$ cat src/rtl/alu_cmd_frontend.sv
// Byte-stream command front end for a 32-bit ALU: collects opcode/operand frames,
// issues one command at a time and returns the result as a little-endian byte stream.
`timescale 1ns/1ps
module alu_cmd_frontend #(
   parameter int unsigned timeout_p = 1000000
) (
   input  logic        clk_i,
   input  logic        reset_ni,
   input  logic [7:0]  rx_data_i,
   input  logic        rx_valid_i,
   output logic        rx_ready_o,
   output logic        alu_valid_o,
   output logic [1:0]  alu_opcode_o,
   output logic [31:0] alu_operand_a_o,
   output logic [31:0] alu_operand_b_o,
   input  logic        alu_ready_i,
   input  logic        alu_valid_i,
   input  logic [63:0] alu_result_i,
   output logic        alu_ready_o,
   output logic [7:0]  tx_data_o,
   output logic        tx_valid_o,
   input  logic        tx_ready_i,
   output logic        busy_o,
   output logic        frame_drop_o
);

   typedef enum logic [2:0] {
      GET_OP      = 3'd0,
      GET_A       = 3'd1,
      GET_B       = 3'd2,
      ISSUE       = 3'd3,
      WAIT_RESULT = 3'd4,
      SEND        = 3'd5
   } state_t;

   localparam logic [31:0] tmo_last_c = (timeout_p == 32'd0) ? 32'd0 : timeout_p - 32'd1;

   state_t      state_r;
   state_t      state_s;
   logic [2:0]  idx_r;
   logic [1:0]  opcode_r;
   logic [31:0] operand_a_r;
   logic [31:0] operand_b_r;
   logic [63:0] result_r;
   logic [31:0] tmo_cnt_r;
   logic        frame_drop_r;
   logic        ready_en_r;

   logic        rx_fire_s;
   logic        alu_issue_s;
   logic        alu_capture_s;
   logic        tx_fire_s;
   logic        in_get_s;
   logic        timeout_s;
   logic        advance_s;
   logic [2:0]  last_tx_idx_s;
   logic        unused_s;

   // rx_ready stays low until the first clock after reset release
   assign rx_ready_o    = ready_en_r &&
                          ((state_r == GET_OP) || (state_r == GET_A) || (state_r == GET_B));
   assign alu_valid_o   = (state_r == ISSUE);
   assign alu_ready_o   = (state_r == WAIT_RESULT);
   assign tx_valid_o    = (state_r == SEND);
   assign busy_o        = (state_r != GET_OP);
   assign frame_drop_o  = frame_drop_r;
   assign alu_opcode_o  = opcode_r;
   assign alu_operand_a_o = operand_a_r;
   assign alu_operand_b_o = operand_b_r;
   assign tx_data_o     = (state_r == SEND) ? result_r[{idx_r, 3'b000} +: 8] : 8'h00;

   assign rx_fire_s     = rx_valid_i && rx_ready_o;
   assign alu_issue_s   = alu_valid_o && alu_ready_i;
   assign alu_capture_s = alu_valid_i && alu_ready_o;
   assign tx_fire_s     = tx_valid_o && tx_ready_i;
   assign in_get_s      = (state_r == GET_A) || (state_r == GET_B);
   // An accepted byte always beats an expiring counter
   assign timeout_s     = (timeout_p != 32'd0) && in_get_s && !rx_fire_s &&
                          (tmo_cnt_r == tmo_last_c);
   assign advance_s     = (in_get_s && rx_fire_s) || tx_fire_s;
   assign last_tx_idx_s = (opcode_r == 2'd3) ? 3'd7 : 3'd3;
   assign unused_s      = &{1'b0, rx_data_i[7:2]};

   // State register
   always_ff @(posedge clk_i or negedge reset_ni) begin
      if (!reset_ni) begin
         state_r <= GET_OP;
      end else begin
         state_r <= state_s;
      end
   end

   // Next-state decode
   always_comb begin
      state_s = state_r;
      case (state_r)
         GET_OP: begin
            if (rx_fire_s && (rx_data_i[1:0] != 2'd0)) state_s = GET_A;
            else                                       state_s = GET_OP;
         end
         GET_A: begin
            if (timeout_s)                          state_s = GET_OP;
            else if (rx_fire_s && (idx_r == 3'd3))  state_s = GET_B;
            else                                    state_s = GET_A;
         end
         GET_B: begin
            if (timeout_s)                          state_s = GET_OP;
            else if (rx_fire_s && (idx_r == 3'd3))  state_s = ISSUE;
            else                                    state_s = GET_B;
         end
         ISSUE: begin
            if (alu_issue_s) state_s = WAIT_RESULT;
            else             state_s = ISSUE;
         end
         WAIT_RESULT: begin
            if (alu_capture_s) state_s = SEND;
            else               state_s = WAIT_RESULT;
         end
         SEND: begin
            if (tx_fire_s && (idx_r == last_tx_idx_s)) state_s = GET_OP;
            else                                       state_s = SEND;
         end
         default: state_s = GET_OP;
      endcase
   end

   // Byte index, operand/result capture, timeout counter and drop pulse
   always_ff @(posedge clk_i or negedge reset_ni) begin
      if (!reset_ni) begin
         idx_r        <= 3'd0;
         opcode_r     <= 2'd0;
         operand_a_r  <= 32'd0;
         operand_b_r  <= 32'd0;
         result_r     <= 64'd0;
         tmo_cnt_r    <= 32'd0;
         frame_drop_r <= 1'b0;
         ready_en_r   <= 1'b0;
      end else begin
         ready_en_r   <= 1'b1;
         frame_drop_r <= timeout_s;

         if (state_s != state_r) idx_r <= 3'd0;
         else if (advance_s)     idx_r <= idx_r + 3'd1;
         else                    idx_r <= idx_r;

         if ((state_r == GET_OP) && rx_fire_s && (rx_data_i[1:0] != 2'd0)) begin
            opcode_r <= rx_data_i[1:0];
         end

         if (timeout_s) begin
            operand_a_r <= 32'd0;
            operand_b_r <= 32'd0;
         end else if (rx_fire_s && (state_r == GET_A)) begin
            operand_a_r[{idx_r[1:0], 3'b000} +: 8] <= rx_data_i;
         end else if (rx_fire_s && (state_r == GET_B)) begin
            operand_b_r[{idx_r[1:0], 3'b000} +: 8] <= rx_data_i;
         end

         if (!in_get_s || rx_fire_s || timeout_s || (timeout_p == 32'd0)) tmo_cnt_r <= 32'd0;
         else                                                            tmo_cnt_r <= tmo_cnt_r + 32'd1;

         if (alu_capture_s) result_r <= alu_result_i;
      end
   end

endmodule
$ cat config.mk
export PLATFORM = sky130hd
export DESIGN_NAME = alu_cmd_frontend
export DESIGN_NICKNAME = d
export VERILOG_FILES = /design/src/rtl/alu_cmd_frontend.sv
export SDC_FILE = /design/constraint.sdc
export NUM_CORES = 1
export LEC_CHECK = 0
export ABC_AREA = 1
export ABC_CLOCK_PERIOD_IN_PS = 3870
export BUFFER_PORTS_ARGS = -buffer_cell sky130_fd_sc_hd__buf_2
export CORE_MARGIN = 2
export CORE_UTILIZATION = 60
export CTS_CLUSTER_SIZE = 28
export DETAILED_ROUTE_END_ITERATION = 7
export PLACE_DENSITY = 0.89
export SLEW_MARGIN = 0
export SYNTH_ARGS = -nofsm -noshare
export SYNTH_HDL_FRONTEND = slang
export SYNTH_SLANG_ARGS = --single-unit
$ cat constraint.sdc
create_clock -name clk_i -period 3.87 [get_ports clk_i]
set_input_delay 0.387 -clock clk_i [delete_from_list [all_inputs] [get_ports clk_i]]
set_output_delay 0.387 -clock clk_i [all_outputs]
set_load 0.01 [all_outputs]
==> impl_metrics.py <==
metrics = {
    "worst_setup_path": {
        "critical_path.max_stage_delay_ps": 690,
        "critical_path.max_fanout": 11,
        "worst-setup-path-type": "reg2out",
        "sort_of_element_at_the_end_of_the_critical_path": "output pin",
        "timing.critical_path.slowest_stage_cell": "sky130_fd_sc_hd__nor3_1",
        "worst_setup_sp_type": "register",
        "arrival_worst_endpoint_ps": 2460,
        "cp_data_required_time_ps": 3480,
        "worst_path_cell_chain": "inv_2 > nor3_1 > o21ai_0 > a31oi_1 > buf_2",
    },
    "place": {
        "dp_hpwl_mm": 14.63,
        "gpl.final_weighted_congestion": 0.8965,
        "dp_cells": 1202,
        "dp_worst_setup_slack_ps": 1170,
        "place.port_buffers": 157,
    },
    "cts": {
        "cts.hold.buffers_added": 0,
        "post-cts-setup-buffer-count": 0,
        "cts_repair_resize_count": 0,
        "cts_num_sinks": 170,
        "worst_path_clk_slew_ps": 70,
        "clock_tree.buffer_depth": 2,
        "htree_levels": 4,
        "clk-insertion-delay-late_ps": 430,
        "cts_root_buffer": "sky130_fd_sc_hd__clkbuf_16",
        "clock_tree_from_tritoncts": "done",
        "cts-buffers-inserted": 17,
    },
    "sta": {
        "timing_worst_slew_pin_value_ps": 1128,
        "timing.final.hold_violations": 0,
        "slew-limit-headroom_pct": 24.64,
        "grt_setup_unrepaired": "no",
        "max_freq_mhz": 351.2,
        "maxSlewViolCount": 0,
        "fin_crit_sh_pct": 73.58,
        "post-route-worst-setup-slack_ps": 1022,
        "fin_crit_ps": 2848,
        "setup_total_negative_slack_ps": 0,
        "report.final.setup_viol": 0,
        "worst_skew_ps": 9.979,
    },
    "synth": {
        "synth.net_count": 978,
        "synthesized_area_per_cell_sq_um": 9.324,
        "post_synthesis_sequential_area_ratio_pct": 51.15,
        "post_synth_instance_area_sq_mm": 0.008317,
        "syn_inst_count": 892,
        "synth_cell_types": 44,
        "ys_ff_latch": 170,
        "yosys_warns": 0,
    },
    "power": {
        "p_sw_share_pct": 33.08,
        "share_comb_of_total_power_pct": 26.9,
        "ir_worst_vdd_mv": 0.4435,
        "power.share.sequential_pct": 45.0,
        "cellPowerDensity_mw_per_mm2": 583.2,
        "static-leakage-power_nw": 4.601,
        "netSwitchingPower_w": 0.001872,
        "power.clock.fraction_pct": 28.1,
        "p_int_w": 0.003787,
    },
    "global_route": {
        "grt_overflow": 0,
        "largest_net_degree_at_the_start_of_global_routing": 102,
        "grt_overall_usage_pct": 28.42,
        "first_pass_grt_wire_length_mm": 32.49,
        "vias_in_the_first_global_route": 6716,
        "antenna_found_initial": 0,
    },
    "floorplanning": {
        "num_io_pins": 158,
        "fp.dieW_um": 121.7,
        "floorplan.initialDensity_pct": 60.62,
        "dieArea_sq_mm": 0.01482,
        "row_count": 43,
        "die_y_um": 121.7,
        "core-area_sq_mm": 0.01372,
    },
    "finish": {
        "cell_count_final_fillers_out": 1233,
        "final_nets": 1127,
        "share_of_cells_above_drive_strength_1_pct": 29.15,
        "post-route-util_pct": 70.73,
        "diodes": 0,
        "synthToLayoutAreaGrowth_pct": 16.67,
        "n_fill_cell": 1019,
    },
    "drt": {
        "detail_route.drc_violations": 0,
        "routed-via-count": 7021,
        "drt-vias-per-instance": 5.694,
        "postRouteAntennaNets": 0,
        "detail_route.iter0.violations": 520,
        "wire_length_per_cell_after_detailed_routing_um": 16.61,
        "drtPass1Iterations": 6,
        "postRouteWirelength_mm": 20.48,
    },
    "hold_path": {
        "timing.hold.worst.class": "in2async",
    },
    "flow_run": {
        "cap_violations": 0,
    },
    "run_status": {
        "status": "complete, no violations",
    },
}
-- path summary, 6_finish.rpt --
kind	end	startpoint	slack [ps]	depth (start not counted)
worst max-delay path	tx_data_o[6]	state_r[2]	1020	5
worst min-delay path	alu_operand_b_o[26]	reset_ni	40	1
worst max register to register	alu_operand_a_o[23]	idx_r[0]	1190	7
worst min register to register	tmo_cnt_r[0]	tmo_cnt_r[0]	500	1
max in group asynchronous	result_r[6]	reset_ni	2950	2
min in group clk_i	result_r[58]	alu_result_i[58]	180	2
-- flip-flops by register name, indices dropped and copies added, names as in the netlist --
register and flops:
result_r 64, alu_operand_a_o 32, alu_operand_b_o 32, tmo_cnt_r 32, idx_r 3, state_r 3, alu_opcode_o 2, frame_drop_o 1
ready_en_r 1
-- layout by cell type, fill, tap and decap left out, types with 7 or more instances in the layout --
| cell | n |
|---|---|
| sky130_fd_sc_hd__nand3_1 | 34 |
| sky130_fd_sc_hd__a31oi_1 | 8 |
| sky130_fd_sc_hd__o22ai_1 | 8 |
| sky130_fd_sc_hd__buf_2 | 156 |
| sky130_fd_sc_hd__dfrtp_1 | 170 |
| sky130_fd_sc_hd__ha_1 | 8 |
| sky130_fd_sc_hd__o21ai_0 | 43 |
| sky130_fd_sc_hd__nor2_1 | 176 |
| sky130_fd_sc_hd__nor3_1 | 39 |
| sky130_fd_sc_hd__inv_1 | 38 |
| sky130_fd_sc_hd__xor2_1 | 20 |
| sky130_fd_sc_hd__inv_2 | 9 |
| sky130_fd_sc_hd__mux2_2 | 64 |
| sky130_fd_sc_hd__a21oi_1 | 64 |
| sky130_fd_sc_hd__o21ai_2 | 9 |
| sky130_fd_sc_hd__clkbuf_16 | 17 |
| sky130_fd_sc_hd__nand2_1 | 107 |
| sky130_fd_sc_hd__nand4_1 | 7 |
-- layout make-up --
type,instances,area [sq um],share of cell area (%)
Multi-Input combinational cell,637,3622,37.33
Tap cell,180,225.2,2.321
Inverter,52,200.2,2.063
Clock buffer,20,466.7,4.810
Sequential cell,170,4254,43.84
Timing Repair Buffer,163,849.6,8.756
Clock inverter,11,85.08,0.8769
-- Yosys cell counts, drive strengths merged --
cell type  instances  area, sq um
a21oi             68        355.3
nor3b              3        22.52
nor2             187        763.2
clkinv             5        23.77
o22ai              8        50.05
or2                2        12.52
nor3              40        205.2
o21ai             52        294.0
nor4b              2        17.52
clkbuf             7        26.28
nand3b             1        7.510
nand2            114        450.4
nor4               7        50.05
a31oi              8        50.05
nand3             38        220.2
mux2              64        720.7
xor2              20        175.2
xnor2              4        35.03
mux2i              1        10.01
inv               47        176.4
nand4              8        65.06
dfrtp            170         4254
ha                 8        100.1
conb               1        3.750
a22o               1        8.760
buf               26        219.0
-- worst max-delay path: cells and delay by family, from the launching register on --
kind | cells | cell delay, ps
buffers and inverters | 2 | 300
DFF | 1 | 410
AOI/OAI and AO/OA | 2 | 630
and+or+nand+nor | 1 | 690
-- per-stage QoR --
step / total power [W] / hold slack, ps / area [sq um]
after floorplan: 0.003550 / 91.41 / 8317
after global placement: 0.003982 / 475.9 / 9151
after detailed placement: 0.004086 / 489.0 / 9151
after CTS: 0.005679 / 94.70 / 9703
after global routing: 0.005966 / 135.6 / 9703
final: 0.005659 / 38.79 / 9703
-- cell families (layout without fill, tap and decap cells) --
| family | after synthesis | count (layout) | synth area share (%) |
|---|---|---|---|
| and+or+nand+nor | 402 | 402 | 21.81 |
| AOI/OAI and AO/OA | 137 | 137 | 9.117 |
| buffers and inverters | 85 | 246 | 5.356 |
| adders and majority gates | 8 | 8 | 1.204 |
| muxes | 65 | 65 | 8.786 |
| DFF | 170 | 170 | 51.15 |
| other | 1 | 1 | 0.04509 |
| xor gates and xnor gates | 24 | 24 | 2.527 |
-- power by group through the flow --
| stage | sequential, W | combinational (W) | clock [W] |
|---|---|---|---|
| after floorplan | 0.00252 | 0.00103 | 0 |
| after global placement | 0.00254 | 0.00144 | 0 |
| after detailed placement | 0.00257 | 0.00152 | 0 |
| after CTS | 0.00254 | 0.00153 | 0.00161 |
| after global routing | 0.00259 | 0.00170 | 0.00168 |
| final | 0.00255 | 0.00152 | 0.00159 |
-- layer usage --
layer / GRT usage, % / wire length [um] / up-vias
li1: - / - / 3281
met1: 35.10 / 8044 / 3315
met2: 47.12 / 10060 / 356
met3: 8.708 / 1811 / 69
met4: 10.99 / 565 / 0
met5: 0 / 0 / -
(Power assumes the default switching activity.)
